## config.mk

```make
export PLATFORM = sky130hd
export DESIGN_NAME = uart_tx_frame
export DESIGN_NICKNAME = d
export VERILOG_FILES = /design/src/rtl/uart_defs_pkg.sv /design/src/rtl/uart_tick_det.sv /design/src/rtl/uart_tx_frame.sv
export SDC_FILE = /design/constraint.sdc
export NUM_CORES = 1
export LEC_CHECK = 0
export CAP_MARGIN = 10
export CORE_MARGIN = 2
export CORE_UTILIZATION = 50
export CTS_CLUSTER_DIAMETER = 30
export DETAILED_ROUTE_END_ITERATION = 7
export MAX_ROUTING_LAYER = met4
export PLACE_DENSITY = 0.72
export SLEW_MARGIN = 10
export SYNTH_ARGS = -nofsm -noshare
export SYNTH_HDL_FRONTEND = slang
export SYNTH_HIERARCHICAL = 1
export SYNTH_SLANG_ARGS = --single-unit
export TNS_END_PERCENT = 1
```

## constraint.sdc

```tcl
create_clock -name clk -period 2.5 [get_ports clk]
set_clock_uncertainty 0.1 [all_clocks]
set_input_delay 0.5 -clock clk [delete_from_list [all_inputs] [get_ports clk]]
set_output_delay 0.5 -clock clk [all_outputs]
set_load 0.01 [all_outputs]
```

## src/rtl/uart_defs_pkg.sv

```systemverilog
// Shared UART definitions: frame state encodings and line levels.
// Used by both the transmit framer and the receiver.
package uart_defs_pkg;

    typedef enum logic [2:0] {
        IDLE   = 3'd0,
        START  = 3'd1,
        DATA   = 3'd2,
        PARITY = 3'd3,
        STOP1  = 3'd4,
        STOP2  = 3'd5
    } uart_state_e;

    localparam logic TX_IDLE = 1'b1;

endpackage

```

## src/rtl/uart_tick_det.sv

```systemverilog
// Rising-edge detector for the baud generator's slow clock, gated by the enable.
// The first enabled cycle is masked so a stale history bit cannot produce a tick.
module uart_tick_det (
    input  logic clk_i,
    input  logic rst_i,
    input  logic clk_uart_i,
    input  logic en_i,
    output logic tick_o
);

    logic clk_uart_q;
    logic en_q;

    always_ff @(posedge clk_i) begin
        if (rst_i) begin
            clk_uart_q <= 1'b0;
            en_q       <= 1'b0;
        end else begin
            clk_uart_q <= clk_uart_i;
            en_q       <= en_i;
        end
    end

    assign tick_o = en_i & en_q & clk_uart_i & ~clk_uart_q;

endmodule

```

## src/rtl/uart_tx_frame.sv

```systemverilog
// UART transmit framer: start, LSB-first data, optional parity, 1 or 2 stop bits.
// Bit boundaries come from ticks derived from the baud generator's slow clock.
module uart_tx_frame
    import uart_defs_pkg::*;
#(
    parameter int unsigned DATA_W = 8
) (
    input  logic              clk,
    input  logic              rst,
    input  logic              clk_uart,
    output logic              baud_en,
    input  logic [DATA_W-1:0] data_in,
    input  logic              send,
    output logic              ready,
    input  logic              parity_en,
    input  logic              parity_odd,
    input  logic              stop2,
    output logic              tx,
    output logic              busy,
    output logic              done
);

    localparam int unsigned CntW = $clog2(DATA_W + 1);

    uart_state_e       state_q, state_d;
    logic [DATA_W-1:0] shift_q, shift_d;
    logic [CntW-1:0]   cnt_q, cnt_d;
    logic              par_en_q, par_en_d;
    logic              par_bit_q, par_bit_d;
    logic              stop2_q, stop2_d;
    logic              tx_q, tx_d;
    logic              done_q, done_d;
    logic              tick;

    assign baud_en = (state_q != IDLE);
    assign ready   = (state_q == IDLE);
    assign busy    = ~ready;
    assign tx      = tx_q;
    assign done    = done_q;

    uart_tick_det u_tick_det (
        .clk_i      (clk),
        .rst_i      (rst),
        .clk_uart_i (clk_uart),
        .en_i       (baud_en),
        .tick_o     (tick)
    );

    always_comb begin
        state_d   = state_q;
        shift_d   = shift_q;
        cnt_d     = cnt_q;
        par_en_d  = par_en_q;
        par_bit_d = par_bit_q;
        stop2_d   = stop2_q;
        tx_d      = tx_q;
        done_d    = 1'b0;

        case (state_q)
            IDLE: begin
                tx_d = TX_IDLE;
                if (send) begin
                    shift_d   = data_in;
                    par_en_d  = parity_en;
                    // Parity is fixed at accept so later input changes cannot leak in.
                    par_bit_d = ^data_in ^ parity_odd;
                    stop2_d   = stop2;
                    state_d   = START;
                    tx_d      = 1'b0;
                end
            end
            START: begin
                if (tick) begin
                    state_d = DATA;
                    cnt_d   = '0;
                    tx_d    = shift_q[0];
                end
            end
            DATA: begin
                if (tick) begin
                    shift_d = shift_q >> 1;
                    cnt_d   = cnt_q + CntW'(1);
                    if (cnt_q == CntW'(DATA_W - 1)) begin
                        state_d = par_en_q ? PARITY : STOP1;
                        tx_d    = par_en_q ? par_bit_q : TX_IDLE;
                    end else begin
                        tx_d = shift_q[1];
                    end
                end
            end
            PARITY: begin
                if (tick) begin
                    state_d = STOP1;
                    tx_d    = TX_IDLE;
                end
            end
            STOP1: begin
                if (tick) begin
                    tx_d = TX_IDLE;
                    if (stop2_q) begin
                        state_d = STOP2;
                    end else begin
                        state_d = IDLE;
                        done_d  = 1'b1;
                    end
                end
            end
            STOP2: begin
                if (tick) begin
                    state_d = IDLE;
                    tx_d    = TX_IDLE;
                    done_d  = 1'b1;
                end
            end
            default: begin
                state_d = IDLE;
                tx_d    = TX_IDLE;
            end
        endcase
    end

    always_ff @(posedge clk) begin
        if (rst) begin
            state_q   <= IDLE;
            shift_q   <= '0;
            cnt_q     <= '0;
            par_en_q  <= 1'b0;
            par_bit_q <= 1'b0;
            stop2_q   <= 1'b0;
            tx_q      <= TX_IDLE;
            done_q    <= 1'b0;
        end else begin
            state_q   <= state_d;
            shift_q   <= shift_d;
            cnt_q     <= cnt_d;
            par_en_q  <= par_en_d;
            par_bit_q <= par_bit_d;
            stop2_q   <= stop2_d;
            tx_q      <= tx_d;
            done_q    <= done_d;
        end
    end

endmodule

```

==> impl_metrics.py, run 1 <==
metrics = {
    "drt": {
        "viasPerCell": 5.47,
        "drtIter0Drc": 18,
        "vias": 996,
        "wl_um": 2500,
        "wl_per_cell_um": 13.8,
        "postRouteAntennaNets": 0,
        "first_pass_iters": 4,
        "drc_errors": 0,
    },
    "critical_path": {
        "startpoint_type": "flip-flop",
        "worstPathRequired_ps": 1900,
        "end_kind": "output pin",
        "critical_path_peak_fanout": 6,
        "critPathArrivalTime_ps": 1800,
        "crit_type": "flip-flop to output pin",
    },
    "sta": {
        "maxSlewViolCount": 0,
        "setup_slack_ps": 99.1,
        "worst-slew-pin-transition_ps": 535,
        "fmax_ghz": 0.417,
        "worst_slew_margin_rel_pct": 64.4,
        "setup_violations": 0,
        "hold_viol_final": 0,
        "rsz0062_at_grt": "no",
        "finalCriticalPeriod_ps": 2400,
        "setup-tns-final_ps": 0,
        "period_share_pct": 96.0,
    },
    "clock_tree": {
        "cts_max_path_buffers": 2,
        "clk_pin_slew_ps": 130,
        "cts-htree-levels": 1,
        "cts_sinks": 22,
        "clk_latency_ps": 320,
        "cts_tree": "yes",
        "post_cts_buffers": 0,
        "numCtsBuffers": 3,
        "cts_root_buffer": "clkbuf_4",
        "post_cts_resized": 0,
        "hold_buffers": 0,
    },
    "final_layout": {
        "fin_util_pct": 61.8,
        "largest_reg_flops": 8,
        "multi_input_area_um2": 723,
        "seq_area_um2": 440,
        "nFillCells": 211,
        "final_cells": 182,
        "nets": 169,
        "max_flop_register": "shift_q",
        "reg_top3": "shift_q (8), cnt_q (4), state_q (3)",
        "syn2layout_area_growth_pct": 20.1,
        "drive_gt1_share_pct": 11.2,
        "diodes": 0,
        "stdcell_area_um2": 1500,
    },
    "die": {
        "die_w_um": 54.1,
        "start_util_pct": 51.5,
        "std_cell_rows": 18,
        "dieArea_um2": 2920,
        "ios": 20,
        "die_h_um": 54.1,
        "core_um2": 2430,
    },
    "placed_design": {
        "numPortBuffers": 19,
        "post-place-ws_ps": 153,
        "dp.cells": 178,
        "placed_cell_area_um2": 1450,
        "dp_hpwl_um": 1860,
        "place_congestion": 0.828,
    },
    "hold_path": {
        "hold_path_class": "flip-flop to flip-flop",
    },
    "synthesis": {
        "synth_nets": 149,
        "yosysTopAreaCell": "dfxtp_1",
        "synth.distinct_cells": 49,
        "ys_ff_latch": 22,
        "yosysWarnings": 6,
        "syn_area_um2": 1250,
        "ys_seq_area_share_pct": 35.2,
        "yosysMostFrequentCell": "dfxtp_1",
        "synth_area_leaders": "dfxtp_1 (35%), mux2i_1 (7.2%), nor2_1 (3.9%)",
        "syn_inst": 133,
        "yosys_most_used_dff": "dfxtp_1",
        "synth_edf_count": 0,
        "yosysTopAreaCellShare_pct": 35.2,
        "avgSynthCellArea_um2": 9.42,
        "synthTopCellsByCount": "dfxtp_1 (22), nor2_1 (13), mux2i_1 (9)",
        "asyncSetResetFlopFracSynth_pct": 0,
    },
    "power": {
        "p_leak_uw": 0.000595,
        "max-vdd-ir-drop_uv": 606,
        "power_density_nw_per_um2": 924,
    },
    "global_routing": {
        "grt_overflow": 0,
        "antenna_found_initial": 0,
        "grt_pass1_vias": 899,
        "grt_max_degree": 17,
        "grt_pass1_wl_um": 4130,
        "grtUsageTotal_pct": 21.1,
    },
    "run_status": {
        "status": "finished clean",
    },
    "run": {
        "drv_cap": 0,
    },
}
[path summary, 6_finish.rpt]
check                     startpoint                 endpoint  slack (ps)  depth (start not counted)
max          state_q[1]$_SDFFE_PP0P_                    ready         100                          3
min          shift_q[7]$_SDFFE_PP0P_  shift_q[7]$_SDFFE_PP0P_         380                          2
max reg2reg  state_q[1]$_SDFFE_PP0P_  state_q[0]$_SDFFE_PP0P_         400                          6
min reg2reg  shift_q[7]$_SDFFE_PP0P_  shift_q[7]$_SDFFE_PP0P_         380                          2
[cells by family (layout without fill, tap and decap cells)]
kind of cell | after synthesis | in the layout | share of synthesized area [%]
compound gates | 28 | 28 | 18.5
xor+xnor | 6 | 6 | 6.39
fa+ha+maj | 1 | 1 | 0.999
buf+inv | 15 | 34 | 7.09
flops | 22 | 22 | 35.2
mux | 9 | 9 | 7.19
simple gates | 52 | 52 | 24.7
[cell usage in the layout (no fill, tap or decap), types with 3 or more instances in the layout]
master and count:
a211oi_1 5, a211oi_2 3, a21oi_1 5, buf_4 5, clkbuf_4 3, clkdlybuf4s50_1 19, dfxtp_1 22, inv_1 5
mux2i_1 9, nand2_1 5, nand2b_1 3, nand3_1 5, nand3b_1 3, nand4_1 3, nor2_1 13, nor2b_1 4
nor3b_1 3
[critical path: stages (launching register included)]
cell,delay (ps)
dfxtp_1,330
or3_1,460
inv_2,150
clkdlybuf4s50_1,550
[routing by layer]
| layer | vias to the layer above | GRT usage [%] | wire length [um] |
|---|---|---|---|
| met1 | 453 | 25.9 | 1190 |
| met2 | 18 | 31.9 | 1170 |
| li1 | 521 | - | - |
| met3 | 4 | 5.83 | 94 |
| met4 | 0 | 10.0 | 45 |
| met5 | - | - | 0 |
[power breakdown]
group | switching, uW | internal (uW) | total [uW]
logic | 338 | 308 | 646
registers | 40.7 | 426 | 467
clock network | 115 | 162 | 277
[layout make-up]
cell class / count / share of cell area (%)
multi-input cells: 96 / 48.1
flip-flops and latches: 22 / 29.3
repair buffers: 24 / 15.1
well taps: 30 / 2.50
clock inverters: 1 / 2.00
clock buffers: 3 / 1.50
inverters: 6 / 1.50
[per-stage QoR]
step	total power (uW)	hold slack [ps]
6_report	1390	381
3_5_place_dp	1120	364
3_3_place_gp	1110	370
2_1_floorplan	969	335
4_1_cts	1400	382
5_1_grt	1480	406
(Power assumes the default switching activity.)
==> run 2, diff against run 1 <==
CORE_MARGIN = 5   (was 2)
clock period = 2.55 ns   (was 2.5 ns; I/O delays follow)
==> impl_metrics.py, run 2 (same netlist as run 1, synthesis figures left out) <==
metrics = {
    "placed_design": {
        "place_congestion": 0.772,
        "dp_hpwl_um": 1970,
        "numPortBuffers": 19,
    },
    "die": {
        "ios": 20,
        "core_um2": 2430,
        "die_h_um": 60.1,
        "std_cell_rows": 18,
        "die_w_um": 60.1,
        "start_util_pct": 51.5,
        "dieArea_um2": 3610,
    },
    "clock_tree": {
        "clk_latency_ps": 320,
        "cts_max_path_buffers": 2,
        "cts_sinks": 22,
        "cts_tree": "yes",
        "cts_root_buffer": "clkbuf_4",
        "post_cts_resized": 0,
        "cts-htree-levels": 1,
        "numCtsBuffers": 3,
        "clk_pin_slew_ps": 110,
        "post_cts_buffers": 0,
        "hold_buffers": 0,
    },
    "global_routing": {
        "grt_pass1_wl_um": 4430,
        "grtUsageTotal_pct": 17.1,
        "grt_pass1_vias": 992,
        "antenna_found_initial": 0,
        "grt_overflow": 0,
        "grt_max_degree": 17,
    },
    "final_layout": {
        "reg_top3": "shift_q (8), cnt_q (4), state_q (3)",
        "drive_gt1_share_pct": 11.8,
        "layout_commonest_cell": "dfxtp_1",
        "final_cell_mix": "dfxtp_1 (22), clkdlybuf4s50_1 (19), nor2_1 (13)",
        "max_flop_register": "shift_q",
        "largest_reg_flops": 8,
        "fin_util_pct": 61.5,
        "nets": 170,
        "syn2layout_area_growth_pct": 19.4,
        "diodes": 0,
    },
    "critical_path": {
        "startpoint_type": "flip-flop",
        "end_kind": "output pin",
        "crit_type": "flip-flop to output pin",
        "worstPathRequired_ps": 1940,
        "critPathSlowestCell": "clkdlybuf4s50_1",
        "crit_chain": "or3_1, inv_2, clkdlybuf4s50_1",
        "critPathArrivalTime_ps": 1800,
        "critPathMaxStageDelay_ps": 550,
        "critical_path_peak_fanout": 6,
    },
    "drt": {
        "postRouteAntennaNets": 0,
        "drtIter0Drc": 24,
        "wl_um": 2640,
        "drc_errors": 0,
        "first_pass_iters": 4,
        "viasPerCell": 5.68,
        "wl_per_cell_um": 14.4,
        "vias": 1040,
    },
    "run": {
        "drv_cap": 0,
    },
    "sta": {
        "worst-slew-pin-transition_ps": 566,
        "setup_violations": 0,
        "fmax_ghz": 0.414,
        "finalCriticalPeriod_ps": 2410,
        "worst_slew_margin_rel_pct": 62.3,
        "maxSlewViolCount": 0,
        "setup-tns-final_ps": 0,
        "rsz0062_at_grt": "no",
        "hold_viol_final": 0,
        "period_share_pct": 94.7,
    },
    "power": {
        "max-vdd-ir-drop_uv": 717,
        "p_leak_uw": 0.000593,
        "power_density_nw_per_um2": 865,
    },
    "hold_path": {
        "hold_path_class": "flip-flop to flip-flop",
    },
    "run_status": {
        "status": "finished clean",
    },
}
run 2: cell types whose count changed in the layout (fill, tap and decap cells not counted):
cell       previous run  this run
buf_4                 5         6
bufinv_16             1         0
clkbuf_8              0         1
run 2: critical path: cells and delay by family (launching register included):
| family | cells | cell delay (ps) |
|---|---|---|
| flip-flops | 1 | 320 |
| buffers and inverters | 2 | 690 |
| AND/OR/NAND/NOR | 1 | 470 |
run 2: routing by layer:
layer  share of wire (%)  up-vias  global-route usage (%)
met3                 3.4        6                    4.10
met1                  46      491                    20.1
met4                 1.9        0                    7.59
met5                   0        -                       -
met2                  49       21                    27.6
li1                    -      522                       -
run 2: worst paths after layout:
kind	startpoint	end	slack, ps	cells after the start
setup / recovery	state_q[1]$_SDFFE_PP0P_	ready	140	3
hold / removal	shift_q[7]$_SDFFE_PP0P_	shift_q[7]$_SDFFE_PP0P_	380	2
setup reg to reg	state_q[1]$_SDFFE_PP0P_	state_q[0]$_SDFFE_PP0P_	450	6
hold reg to reg	shift_q[7]$_SDFFE_PP0P_	shift_q[7]$_SDFFE_PP0P_	380	2
run 2: layout make-up:
cell class | instances | area [um^2]
multi-input combinational | 96 | 723
tap | 30 | 37.5
clock buffer | 4 | 36.3
sequential | 22 | 440
inverter | 6 | 22.5
timing repair buffer | 25 | 235
fill | 219 | 937
run 2: power by group:
part | leakage (uW) | switching, uW | internal [uW] | total (uW)
registers | 0.000181 | 41.9 | 418 | 460
logic | 0.000392 | 333 | 303 | 635
clock network | 0.0000210 | 110 | 87.4 | 198
run 2: through the flow:
stage	std cells	cell area, um^2	hold slack (ps)	power (uW)	setup WS (ps)
6_report	183	1500	380	1290	136
2_1_floorplan	133	1250	335	950	515
3_3_place_gp	179	1460	370	1090	264
5_1_grt	183	1500	407	1400	18.3
3_5_place_dp	179	1460	363	1100	221
4_1_cts	183	1500	383	1300	126
==> run 3, diff against run 2 <==
CELL_PAD_IN_SITES_DETAIL_PLACEMENT = 0   (was unset)
CELL_PAD_IN_SITES_GLOBAL_PLACEMENT = 1   (was unset)
CORE_UTILIZATION = 40   (was 50)
PLACE_DENSITY = 0.75   (was 0.72)
==> impl_metrics.py, run 3 (same netlist as run 1, synthesis figures left out) <==
metrics = {
    "run_status": {
        "status": "finished clean",
    },
    "clock_tree": {
        "clk_pin_slew_ps": 120,
        "clk_latency_ps": 310,
        "cts_sinks": 22,
        "cts_max_path_buffers": 2,
        "post_cts_buffers": 0,
        "cts-htree-levels": 1,
        "numCtsBuffers": 3,
        "cts_tree": "yes",
        "cts_root_buffer": "clkbuf_4",
    },
    "power": {
        "power_density_nw_per_um2": 859,
        "p_leak_uw": 0.000588,
        "max-vdd-ir-drop_uv": 598,
    },
    "drt": {
        "first_pass_iters": 4,
        "drtIter0Drc": 24,
        "vias": 1009,
        "wl_um": 2570,
        "postRouteAntennaNets": 0,
        "drc_errors": 0,
        "wl_per_cell_um": 13.1,
        "viasPerCell": 5.15,
    },
    "run": {
        "drv_cap": 0,
    },
    "final_layout": {
        "nets": 169,
        "syn2layout_area_growth_pct": 20.6,
        "largest_reg_flops": 8,
        "layout_commonest_cell": "dfxtp_1",
        "max_flop_register": "shift_q",
        "multi_input_area_um2": 728,
        "seq_area_um2": 440,
        "nFillCells": 295,
        "diodes": 0,
        "stdcell_area_um2": 1510,
        "final_cell_mix": "dfxtp_1 (22), clkdlybuf4s50_1 (19), nor2_1 (13)",
        "drive_gt1_share_pct": 11.8,
        "reg_top3": "shift_q (8), cnt_q (4), state_q (3)",
    },
    "die": {
        "std_cell_rows": 20,
        "ios": 20,
        "core_um2": 3030,
        "die_w_um": 66.0,
        "dieArea_um2": 4350,
        "die_h_um": 66.0,
        "start_util_pct": 41.4,
    },
    "critical_path": {
        "rrSetupSlack_ps": 480,
        "critPathArrivalTime_ps": 1770,
        "startpoint_type": "flip-flop",
        "critical_path_peak_fanout": 6,
        "worstPathRequired_ps": 1940,
        "end_kind": "output pin",
        "crit_type": "flip-flop to output pin",
        "critPathSlowestCell": "clkdlybuf4s50_1",
        "crit_chain": "or3_4, inv_2, clkdlybuf4s50_1",
        "crit_family": "buffers and inverters",
        "worstPathBufferInverterCount": 2,
        "critPathMaxStageDelay_ps": 550,
    },
    "sta": {
        "fmax_ghz": 0.419,
        "hold_viol_final": 0,
        "rsz0062_at_grt": "no",
        "worst-slew-pin-transition_ps": 542,
        "setup_violations": 0,
        "finalCriticalPeriod_ps": 2380,
        "period_share_pct": 93.5,
        "setup-tns-final_ps": 0,
        "worst_slew_margin_rel_pct": 63.9,
        "maxSlewViolCount": 0,
    },
    "global_routing": {
        "grt_overflow": 0,
        "antenna_found_initial": 0,
        "grtUsageTotal_pct": 13.4,
        "grt_pass1_vias": 919,
        "grt_max_degree": 17,
        "grt_pass1_wl_um": 4350,
    },
    "placed_design": {
        "placed_cell_area_um2": 1470,
        "place_congestion": 0.855,
        "dp_hpwl_um": 1940,
        "numPortBuffers": 19,
    },
    "hold_path": {
        "hold_path_class": "flip-flop to flip-flop",
    },
}
-- run 3: layout make-up --
| class | instances | share of cell area [%] |
|---|---|---|
| inverters | 6 | 1.49 |
| clock buffers | 4 | 2.40 |
| multi-input cells | 96 | 48.2 |
| well taps | 44 | 3.65 |
| flip-flops and latches | 22 | 29.2 |
| repair buffers | 24 | 15.1 |
-- run 3: final timing paths --
| check | from | end | cells past startpoint |
|---|---|---|---|
| max | state_q[1]$_SDFFE_PP0P_ | ready | 3 |
| min | shift_q[7]$_SDFFE_PP0P_ | shift_q[7]$_SDFFE_PP0P_ | 2 |
| max reg2reg | state_q[1]$_SDFFE_PP0P_ | state_q[0]$_SDFFE_PP0P_ | 6 |
| min reg2reg | shift_q[7]$_SDFFE_PP0P_ | shift_q[7]$_SDFFE_PP0P_ | 2 |
-- run 3: repair_timing --
item                       in CTS  in global routing
resized for setup               0                  1
setup endpoints to repair       0                  1
hold buffers                    0                  0
-- run 3: per-stage QoR --
step                total power (uW)  utilization [%]  setup WS (ps)  hold slack, ps  std cells
floorplan                        950                -            515             335        133
global placement                1100             48.5            243             353        192
detailed placement              1100             48.5            196             367        192
CTS                             1300             49.7           67.7             381        196
global route                    1400             49.9           92.6             398        196
finish                          1300             49.9            165             376        196
-- run 3: power by group --
part | switching (uW) | internal (uW) | leakage (uW)
registers | 41.8 | 418 | 0.000181
logic | 334 | 313 | 0.000386
clock network | 104 | 87.2 | 0.0000210
-- run 3: worst reg2reg max path: stages (launching register included) --
cell,delay (ps)
dfxtp_1,360
or3_4,430
and4b_1,300
nor3b_1,290
nor3_1,160
or2b_1,240
a21oi_1,120
-- run 3: metal layers --
metal,routed length (um),global-route usage (%)
met5,0,-
met4,30,5.33
met3,127,2.72
met2,1120,18.9
met1,1290,18.8
